### src/rtl/loader_pkg.sv
// Shared definitions for the boot-time program loader: FSM states and
// stream field widths.
package loader_pkg;

  typedef enum logic [2:0] {
    S_HDR_PC,
    S_HDR_CNT,
    S_PAYLOAD,
    S_WRITE,
    S_CHECK,
    S_RUN,
    S_ERROR
  } loader_state_t;

  localparam int HDR_PC_BYTES  = 4;
  localparam int HDR_CNT_BYTES = 2;
  localparam int WORD_BYTES    = 4;

  // States in which the loader consumes stream bytes.
  function automatic logic accepts_bytes(input loader_state_t s);
    return (s == S_HDR_PC) || (s == S_HDR_CNT) || (s == S_PAYLOAD) || (s == S_CHECK);
  endfunction

endpackage

### src/rtl/byte_assembler.sv
// MSB-first byte-to-word shift register. Used for the start address, the
// word count and every payload word.
module byte_assembler
  import loader_pkg::*;
(
  input  logic        clk,
  input  logic        reset,
  input  logic        load,
  input  logic        clear,
  input  logic [7:0]  data,
  output logic [31:0] word,
  output logic [1:0]  count,
  output logic        word_ready
);

  logic [23:0] shift;

  // NOTE: sequential state uses non-blocking assignments so every register
  // samples its pre-edge value regardless of statement order.
  always_ff @(posedge clk) begin
    if (reset || clear) begin
      shift <= '0;
      count <= '0;
    end else if (load) begin
      shift <= {shift[15:0], data};
      count <= count + 2'd1;
    end
  end

  // The completed word is presented in the same cycle its last byte arrives.
  assign word       = {shift, data};
  assign word_ready = load && (count == 2'(WORD_BYTES - 1));

endmodule

### src/rtl/program_loader.sv
// Receives a program image over a byte stream, writes it to instruction
// memory, verifies an XOR checksum and releases the processor from reset.
module program_loader
  import loader_pkg::*;
#(
  parameter int MAX_WORDS = 64
) (
  input  logic        CLK,
  input  logic        Reset,
  input  logic        rx_valid,
  input  logic [7:0]  rx_data,
  output logic        rx_ready,
  output logic        imem_we,
  output logic [31:0] imem_addr,
  output logic [31:0] imem_wdata,
  output logic [31:0] start_pc,
  output logic        proc_reset_l,
  output logic        done,
  output logic        error
);

  localparam logic [16:0] MaxWordsW = 17'(MAX_WORDS);

  loader_state_t state, next_state;

  logic        xfer;
  logic        asm_load;
  logic        asm_clear;
  logic [31:0] asm_word;
  logic [1:0]  asm_count;
  logic        asm_word_ready;
  logic        hdr_cnt_last;
  logic        count_too_big;
  logic [15:0] words_left;
  logic [31:0] next_addr;
  logic [7:0]  xor_acc;

  assign rx_ready      = accepts_bytes(state);
  assign xfer          = rx_valid && rx_ready;
  assign asm_load      = xfer && (state != S_CHECK);
  assign hdr_cnt_last  = (asm_count == 2'(HDR_CNT_BYTES - 1));
  assign count_too_big = {1'b0, asm_word[15:0]} > MaxWordsW;

  byte_assembler u_asm (
    .clk        (CLK),
    .reset      (Reset),
    .load       (asm_load),
    .clear      (asm_clear),
    .data       (rx_data),
    .word       (asm_word),
    .count      (asm_count),
    .word_ready (asm_word_ready)
  );

  always_ff @(posedge CLK) begin
    if (Reset) state <= S_HDR_PC;
    else       state <= next_state;
  end

  // NOTE: every signal written here gets a default first, so no path through
  // the case statement can infer a latch.
  always_comb begin
    next_state = state;
    asm_clear  = 1'b0;
    unique case (state)
      S_HDR_PC: begin
        if (asm_word_ready)
          next_state = (asm_word[1:0] != 2'b00) ? S_ERROR : S_HDR_CNT;
      end
      S_HDR_CNT: begin
        if (xfer && hdr_cnt_last) begin
          asm_clear = 1'b1;
          if (count_too_big)               next_state = S_ERROR;
          else if (asm_word[15:0] == '0)   next_state = S_CHECK;
          else                             next_state = S_PAYLOAD;
        end
      end
      S_PAYLOAD: begin
        if (asm_word_ready) next_state = S_WRITE;
      end
      S_WRITE: begin
        next_state = (words_left == '0) ? S_CHECK : S_PAYLOAD;
      end
      S_CHECK: begin
        if (xfer) next_state = (rx_data == xor_acc) ? S_RUN : S_ERROR;
      end
      S_RUN, S_ERROR: next_state = state;
      default:        next_state = S_ERROR;
    endcase
  end

  // Status outputs are registered copies of the upcoming state.
  always_ff @(posedge CLK) begin
    if (Reset) begin
      imem_we      <= 1'b0;
      done         <= 1'b0;
      proc_reset_l <= 1'b0;
      error        <= 1'b0;
    end else begin
      imem_we      <= (next_state == S_WRITE);
      done         <= (next_state == S_RUN);
      proc_reset_l <= (next_state == S_RUN);
      error        <= (next_state == S_ERROR);
    end
  end

  // Address/XOR datapath. The checksum byte itself is excluded from the XOR.
  always_ff @(posedge CLK) begin
    if (Reset) begin
      xor_acc    <= '0;
      start_pc   <= '0;
      next_addr  <= '0;
      words_left <= '0;
      imem_addr  <= '0;
      imem_wdata <= '0;
    end else begin
      if (asm_load) xor_acc <= xor_acc ^ rx_data;

      if (state == S_HDR_PC && asm_word_ready) begin
        start_pc  <= asm_word;
        next_addr <= asm_word;
      end

      if (state == S_HDR_CNT && xfer && hdr_cnt_last)
        words_left <= asm_word[15:0];

      // Address arithmetic wraps modulo 2^32 by design.
      if (state == S_PAYLOAD && asm_word_ready) begin
        imem_addr  <= next_addr;
        imem_wdata <= asm_word;
        next_addr  <= next_addr + 32'd4;
        words_left <= words_left - 16'd1;
      end
    end
  end

endmodule

### config.mk
export PLATFORM = sky130hd
export DESIGN_NAME = program_loader
export DESIGN_NICKNAME = d
export VERILOG_FILES = /design/src/rtl/loader_pkg.sv /design/src/rtl/byte_assembler.sv /design/src/rtl/program_loader.sv
export SDC_FILE = /design/constraint.sdc
export NUM_CORES = 1
export LEC_CHECK = 0
export ABC_AREA = 1
export CORE_ASPECT_RATIO = 1.2
export CORE_MARGIN = 2
export CORE_UTILIZATION = 36
export DETAILED_ROUTE_END_ITERATION = 7
export PLACE_DENSITY = 0.55
export SKIP_LAST_GASP = 1
export SYNTH_ARGS = -nofsm -noshare
export SYNTH_HDL_FRONTEND = slang
export SYNTH_SLANG_ARGS = --single-unit
### constraint.sdc
create_clock -name CLK -period 4.9 [get_ports CLK]
set_input_delay 0.735 -clock CLK [delete_from_list [all_inputs] [get_ports CLK]]
set_output_delay 0.735 -clock CLK [all_outputs]
set_load 0.05 [all_outputs]
======== Word-level counts from Yosys, hierarchy flattened ========
Cells that the tools add are included.
word-level totals
  register bits after elaboration ......... 184
  bits in latches ......................... 0
  ROM bits ................................ 0
  logic and storage cells ................. 65
  bits in writable memories ............... 0
  memories ................................ 0
operators by class
  shift operators ......................... 0
  div/mod/pow operators ................... 0
  $mul .................................... 0
  eq/ne operators ......................... 13
  order comparisons ....................... 1
  muxes and demuxes ....................... 16
  $add $sub $neg .......................... 3
  bitwise operators ....................... 1
  reduce and logical (&&, ||, !) cells .... 19
operator list
  operator                                                                number
  32-bit two-way mux                                                      2
  32-bit by 3-bit adder with 32-bit output (second input constant)        1
  16-bit logical NOT                                                      2
  16-bit two-way mux                                                      2
  3-bit two-way mux                                                       8
  3-bit one-hot mux with 6 select lines                                   1
  16-bit by 7-bit > comparator with 1-bit output (second input constant)  1
  16-bit by 1-bit subtractor with 16-bit output (second input constant)   1
  3-bit equality test (second input constant)                             5
  3-bit by 2-bit equality test with 1-bit output (second input constant)  3
  8-bit equality test                                                     1
  1-bit logical AND                                                       8
  8-bit XOR                                                               1
  2-bit nonzero test                                                      3
  1-bit logical OR                                                        4
  3-bit by 1-bit equality test with 1-bit output (second input constant)  1
  3-bit logical NOT                                                       1
  3-bit != test (second input constant)                                   1
  2-bit by 1-bit adder with 2-bit output (second input constant)          1
  2-bit by 1-bit equality test with 1-bit output (second input constant)  1
  2-bit equality test (second input constant)                             1
  1-bit two-way mux                                                       2
  2-bit two-way mux                                                       1
  2-bit OR reduction                                                      1

======== Logic depth before layout (Yosys ltp) ========
  depth in word-level cells ............... 10
  mapped depth ............................ 13
  mapped depth without buffers ............ 11

======== Modules after synthesis ========
A second synthesis with hierarchy kept.
second synthesis, totals
  cell total of the unflattened synthesis .. 1,201
  area, all modules ....................... 8,335.5 µm²
modules (own cells, without submodules)
  module          times used  sequential area each (µm²)  area an instance (µm²)  cells each
  program_loader  1           3,163.0                     7,173.1                 1,026
  byte_assembler  1           520.5                       1,162.4                 175

======== Least setup slack after synthesis ========
OpenSTA, ideal clock, no wires.
  kind .................................... input port to flip-flop
  from .................................... input rx_valid
  to ...................................... register next_addr[25]
  library setup time ...................... 0.132 ns
  required time ........................... 4.768 ns
  path buffers ............................ 2
  path slack .............................. 2.972 ns
  cell stages on the path ................. 11
  arrival ................................. 1.795 ns
  path through ............................ inv_1 nor2_8 nand2_8 nor2_4 buf_6 inv_4 buf_6 nor2_1 nand2_1 nand3_1 a21oi_1
on the way
  cells in the longest elaborated chain, start to end .. 5
  elaborated cells between the ends (all ways) .. 7
  those cells by class .................... mux: 1; reduce/logical: 6
RTL lines
  what                                                             RTL line                                      source
  start: declaration                                               program_loader.sv:10                          input logic rx_valid,
  1-bit logical AND (*)                                            program_loader.sv:39                          assign xfer = rx_valid && rx_ready;
  1-bit logical AND (*)                                            program_loader.sv:40                          assign asm_load = xfer && (state != S_CHECK);
  1-bit logical AND (*)                                            byte_assembler.sv:32                          assign word_ready = load && (count == 2'(WORD_BYTES - 1));
  1-bit logical AND, on equally long branches                      program_loader.sv:128, program_loader.sv:119
  32-bit two-way mux / 2-bit nonzero test (equally long branches)  --
  end signal: assignment                                           program_loader.sv:121                         next_addr <= asm_word;
  end signal: assignment                                           program_loader.sv:131                         next_addr <= next_addr + 32'd4;
  end: declaration                                                 program_loader.sv:35                          logic [31:0] next_addr;
Mark *: on every way between the ends. The rest lies on a longest branch, timed or not.
A chain may end at the register's enable or synchronous reset.

======== Final worst setup path ========
  from .................................... register state[1]
  to ...................................... output rx_ready
on the way
  cells in the longest elaborated chain, start to end .. 4
  elaborated cells between the ends (all ways) .. 7
  those cells by class .................... eq/ne: 3; reduce/logical: 4
RTL lines
  what                                                                                        RTL line              source
  start: declaration                                                                          program_loader.sv:24  loader_state_t state, next_state;
  start signal: assignment                                                                    program_loader.sv:57  else state <= next_state;
  3-bit by 1-bit equality test with 1-bit output / 3-bit logical NOT (equally long branches)  loader_pkg.sv:21      return (s == S_HDR_PC) || (s == S_HDR_CNT) || (s == S_PAYLOAD) || (s == S_CHECK);
  1-bit logical OR (2 in a row)                                                               loader_pkg.sv:21
  1-bit logical OR (*)                                                                        loader_pkg.sv:21
  end: declaration                                                                            program_loader.sv:12  output logic rx_ready,
Marked as above.

==> results.sh <==
export IMPL_tritoncts="yes"
export IMPL_post_dp_hpwl_mm=15.8
export IMPL_fp_dieW_um=140
export IMPL_critical_path_max_stage_delay_ns=0.69
export IMPL_via_count=7461
export IMPL_powerDensity_nw_per_um2=315
export IMPL_crit_buf_inv=3
export IMPL_num_rows=59
export IMPL_yosys_warnings=0
export IMPL_synth_seq_cells=184
export IMPL_slew_violations=0
export IMPL_hp_class="reg -> reg"
export IMPL_grt_max_degree=86
export IMPL_crit_top_cell="inv_1"
export IMPL_p_leak_uw=0.00384
export IMPL_initial_core_util_pct=36.9
export IMPL_clock_latency_ns=0.44
export IMPL_cts_buffers=17
export IMPL_finalHoldViolCount=0
export IMPL_ys_async_sr_fraction_pct=0
export IMPL_worstPathArrival_ns=2.05
export IMPL_drive_gt1_share_pct=4.67
export IMPL_yosysSeqAreaShare_pct=45.9
export IMPL_start_kind="flip-flop"
export IMPL_drt_antenna_violating_nets=0
export IMPL_chipHeight_um=168
export IMPL_fmax_mhz=359
export IMPL_place_gp_congestion=0.849
export IMPL_grt_pass1_vias=7141
export IMPL_drcViolationCount=0
export IMPL_vias_per_cell=4.99
export IMPL_end_kind="primary output"
export IMPL_track_usage_pct=20.4
export IMPL_synth_edf_count=0
export IMPL_syn_area_per_cell_um2=7.13
export IMPL_cts_num_sinks=184
export IMPL_crit_path_cell_trace="nand2_1 -> nand2_2 -> inv_1 -> nor2_1 -> inv_1 -> clkdlybuf4s50_1"
export IMPL_cp_max_fo=5
export IMPL_finalCritPeriodShare_pct=56.8
export IMPL_status="completed"
export IMPL_cts_max_level=4
export IMPL_synth_top_cell_area_share_pct=45.9
export IMPL_rsz0062_at_grt="no"
export IMPL_skew_ns=0.00862
export IMPL_setup_tns_ns=0
export IMPL_place_inst=1462
export IMPL_max_clock_path_buffers=2
export IMPL_cts_setup_buffers=0
export IMPL_grt_pass1_wl_mm=38.4
export IMPL_stdcell_count=1494
export IMPL_wirelength_mm=23.7
export IMPL_cts_root_buf="clkbuf_16"
export IMPL_dr_pass1_iters=5
export IMPL_setup_violations_final=0
export IMPL_synth_area_um2=8030
export IMPL_cts_repair_resized=0
export IMPL_fin_crit_ns=2.79
export IMPL_required_ns=4.16
export IMPL_criticalPathCategory="reg -> out"
export IMPL_slowest_stage="clkdlybuf4s50_1"
export IMPL_synthFlopType="dfxtp_1"
export IMPL_dieArea_um2=23500
export IMPL_clk_pin_slew_worst_paths_ns=0.07
export IMPL_port_buffers=111
export IMPL_drv_cap=0
export IMPL_antenna_cells=0
export IMPL_peakVddDrop_uv=247
export IMPL_holdBufCountCts=0
export IMPL_syn_num_nets=1143
export IMPL_antenna_found_initial=0
export IMPL_drt_initial_drc_count=529
export IMPL_overflow=0
export IMPL_tightest_slew_ns=1.03
export IMPL_syn_inst=1127
export IMPL_coreArea_um2=21800
export IMPL_wire_per_inst_um=15.9
export IMPL_synthTopCellsByArea="dfxtp_1 (46%), nand2_1 (14%), a21oi_1 (7.3%), nor2_1 (7.2%), o21ai_0 (4.4%)"
export IMPL_num_io_pins=112
export IMPL_area_delta_synth_final_pct=22.7
export IMPL_path_delay_family="buffers and inverters"
export IMPL_nets=1223
export IMPL_timing_slew_headroom_pct=31.4
export IMPL_synth_largest_area_cell="dfxtp_1"
export IMPL_synth_distinct_cells=39
[tightest hold or removal path: cells and delay by family, from the launching register on]
family             cells  cell delay (ns)
AOI/OAI and AO/OA      1             0.05
and+or+nand+nor        1             0.06
DFF                    1             0.31
[state kept, by name, summed over array words and instances (netlist names)]
register	flops
imem_addr	32
imem_wdata	32
next_addr	32
start_pc	32
u_asm.shift	24
words_left	16
xor_acc	8
state	3
u_asm.count	2
done	1
error	1
imem_we	1
[synth_stat cells, types with 4 or more instances]
| cell type | number |
|---|---|
| nand2_1 | 303 |
| dfxtp_1 | 184 |
| nor2_1 | 155 |
| a21oi_1 | 117 |
| inv_1 | 74 |
| o21ai_0 | 70 |
| nand3_1 | 44 |
| clkbuf_1 | 32 |
| nor3_1 | 23 |
| buf_2 | 17 |
| o211ai_1 | 13 |
| xor2_1 | 13 |
| a31oi_1 | 10 |
| xnor2_1 | 10 |
| o21ai_1 | 9 |
| buf_6 | 5 |
| ha_1 | 5 |
| nand4_1 | 5 |
| o211a_1 | 4 |
[layer usage]
| metal | vias to the layer above | part of all wire [%] | track usage, % |
|---|---|---|---|
| met5 | - | 0 | 0 |
| met1 | 3444 | 49 | 28.8 |
| met3 | 34 | 3.7 | 3.20 |
| met2 | 172 | 45 | 31.6 |
| li1 | 3811 | - | - |
| met4 | 0 | 2.2 | 7.42 |
[placed cells by master (no fill, tap or decap), types with 13 or more instances in the layout]
cell type | netlist | layout
a21oi_1 | 117 | 117
clkbuf_16 | 0 | 17
clkdlybuf4s50_1 | 0 | 110
dfxtp_1 | 184 | 184
inv_1 | 74 | 74
nand2_1 | 303 | 303
nand3_1 | 44 | 44
nor2_1 | 155 | 155
nor3_1 | 23 | 23
o211ai_1 | 13 | 13
o21ai_0 | 70 | 70
xor2_1 | 13 | 13
[final timing paths]
check	start	to	slack [ns]	cells after the start
worst min-delay path	imem_addr[2]	imem_addr[2]	0.46	2
worst max register to register	state[1]	next_addr[22]	2.52	6
worst min register to register	imem_addr[2]	imem_addr[2]	0.46	2
worst max-delay path	state[1]	rx_ready	2.11	6
[final cells by class]
cell class / count / area (um^2)
fillers: 2194 / 11900
repair buffers: 119 / 1170
well taps: 274 / 343
flip-flops and latches: 184 / 3680
multi-input cells: 806 / 3760
clock inverters: 7 / 83.8
clock buffers: 25 / 515
inverters: 79 / 299
[where the power goes]
group | total (uW) | internal (uW) | switching (uW)
Combinational | 168 | 51.5 | 117
Clock | 1400 | 790 | 607
Sequential | 1540 | 1520 | 22.8
[metrics by stage]
| stage | total power, uW | util [%] | area, um^2 | setup WS [ns] | hold slack [ns] |
|---|---|---|---|---|---|
| CTS | 3130 | 45.2 | 9850 | 2.11 | 0.463 |
| floorplan | 1680 | - | 8030 | 2.97 | 0.441 |
| global placement | 1740 | 42.5 | 9250 | 1.84 | 0.450 |
| detailed placement | 1740 | 42.5 | 9250 | 1.79 | 0.453 |
| finish | 3100 | 45.2 | 9850 | 2.11 | 0.461 |
| global route | 3210 | 45.2 | 9850 | 1.98 | 0.473 |
[logic make-up (layout without fill, tap and decap cells)]
family | count (synthesis) | count (layout) | synth area share [%]
flip-flops | 184 | 184 | 45.9
adder cells (fa/ha/maj) | 5 | 5 | 0.779
XOR/XNOR | 23 | 23 | 2.51
buffers and inverters | 137 | 230 | 7.31
AND/OR/NAND/NOR | 546 | 546 | 27.8
AO/OA/AOI/OAI | 232 | 232 | 15.8
No activity file was read; power rests on OpenSTA's default activity.
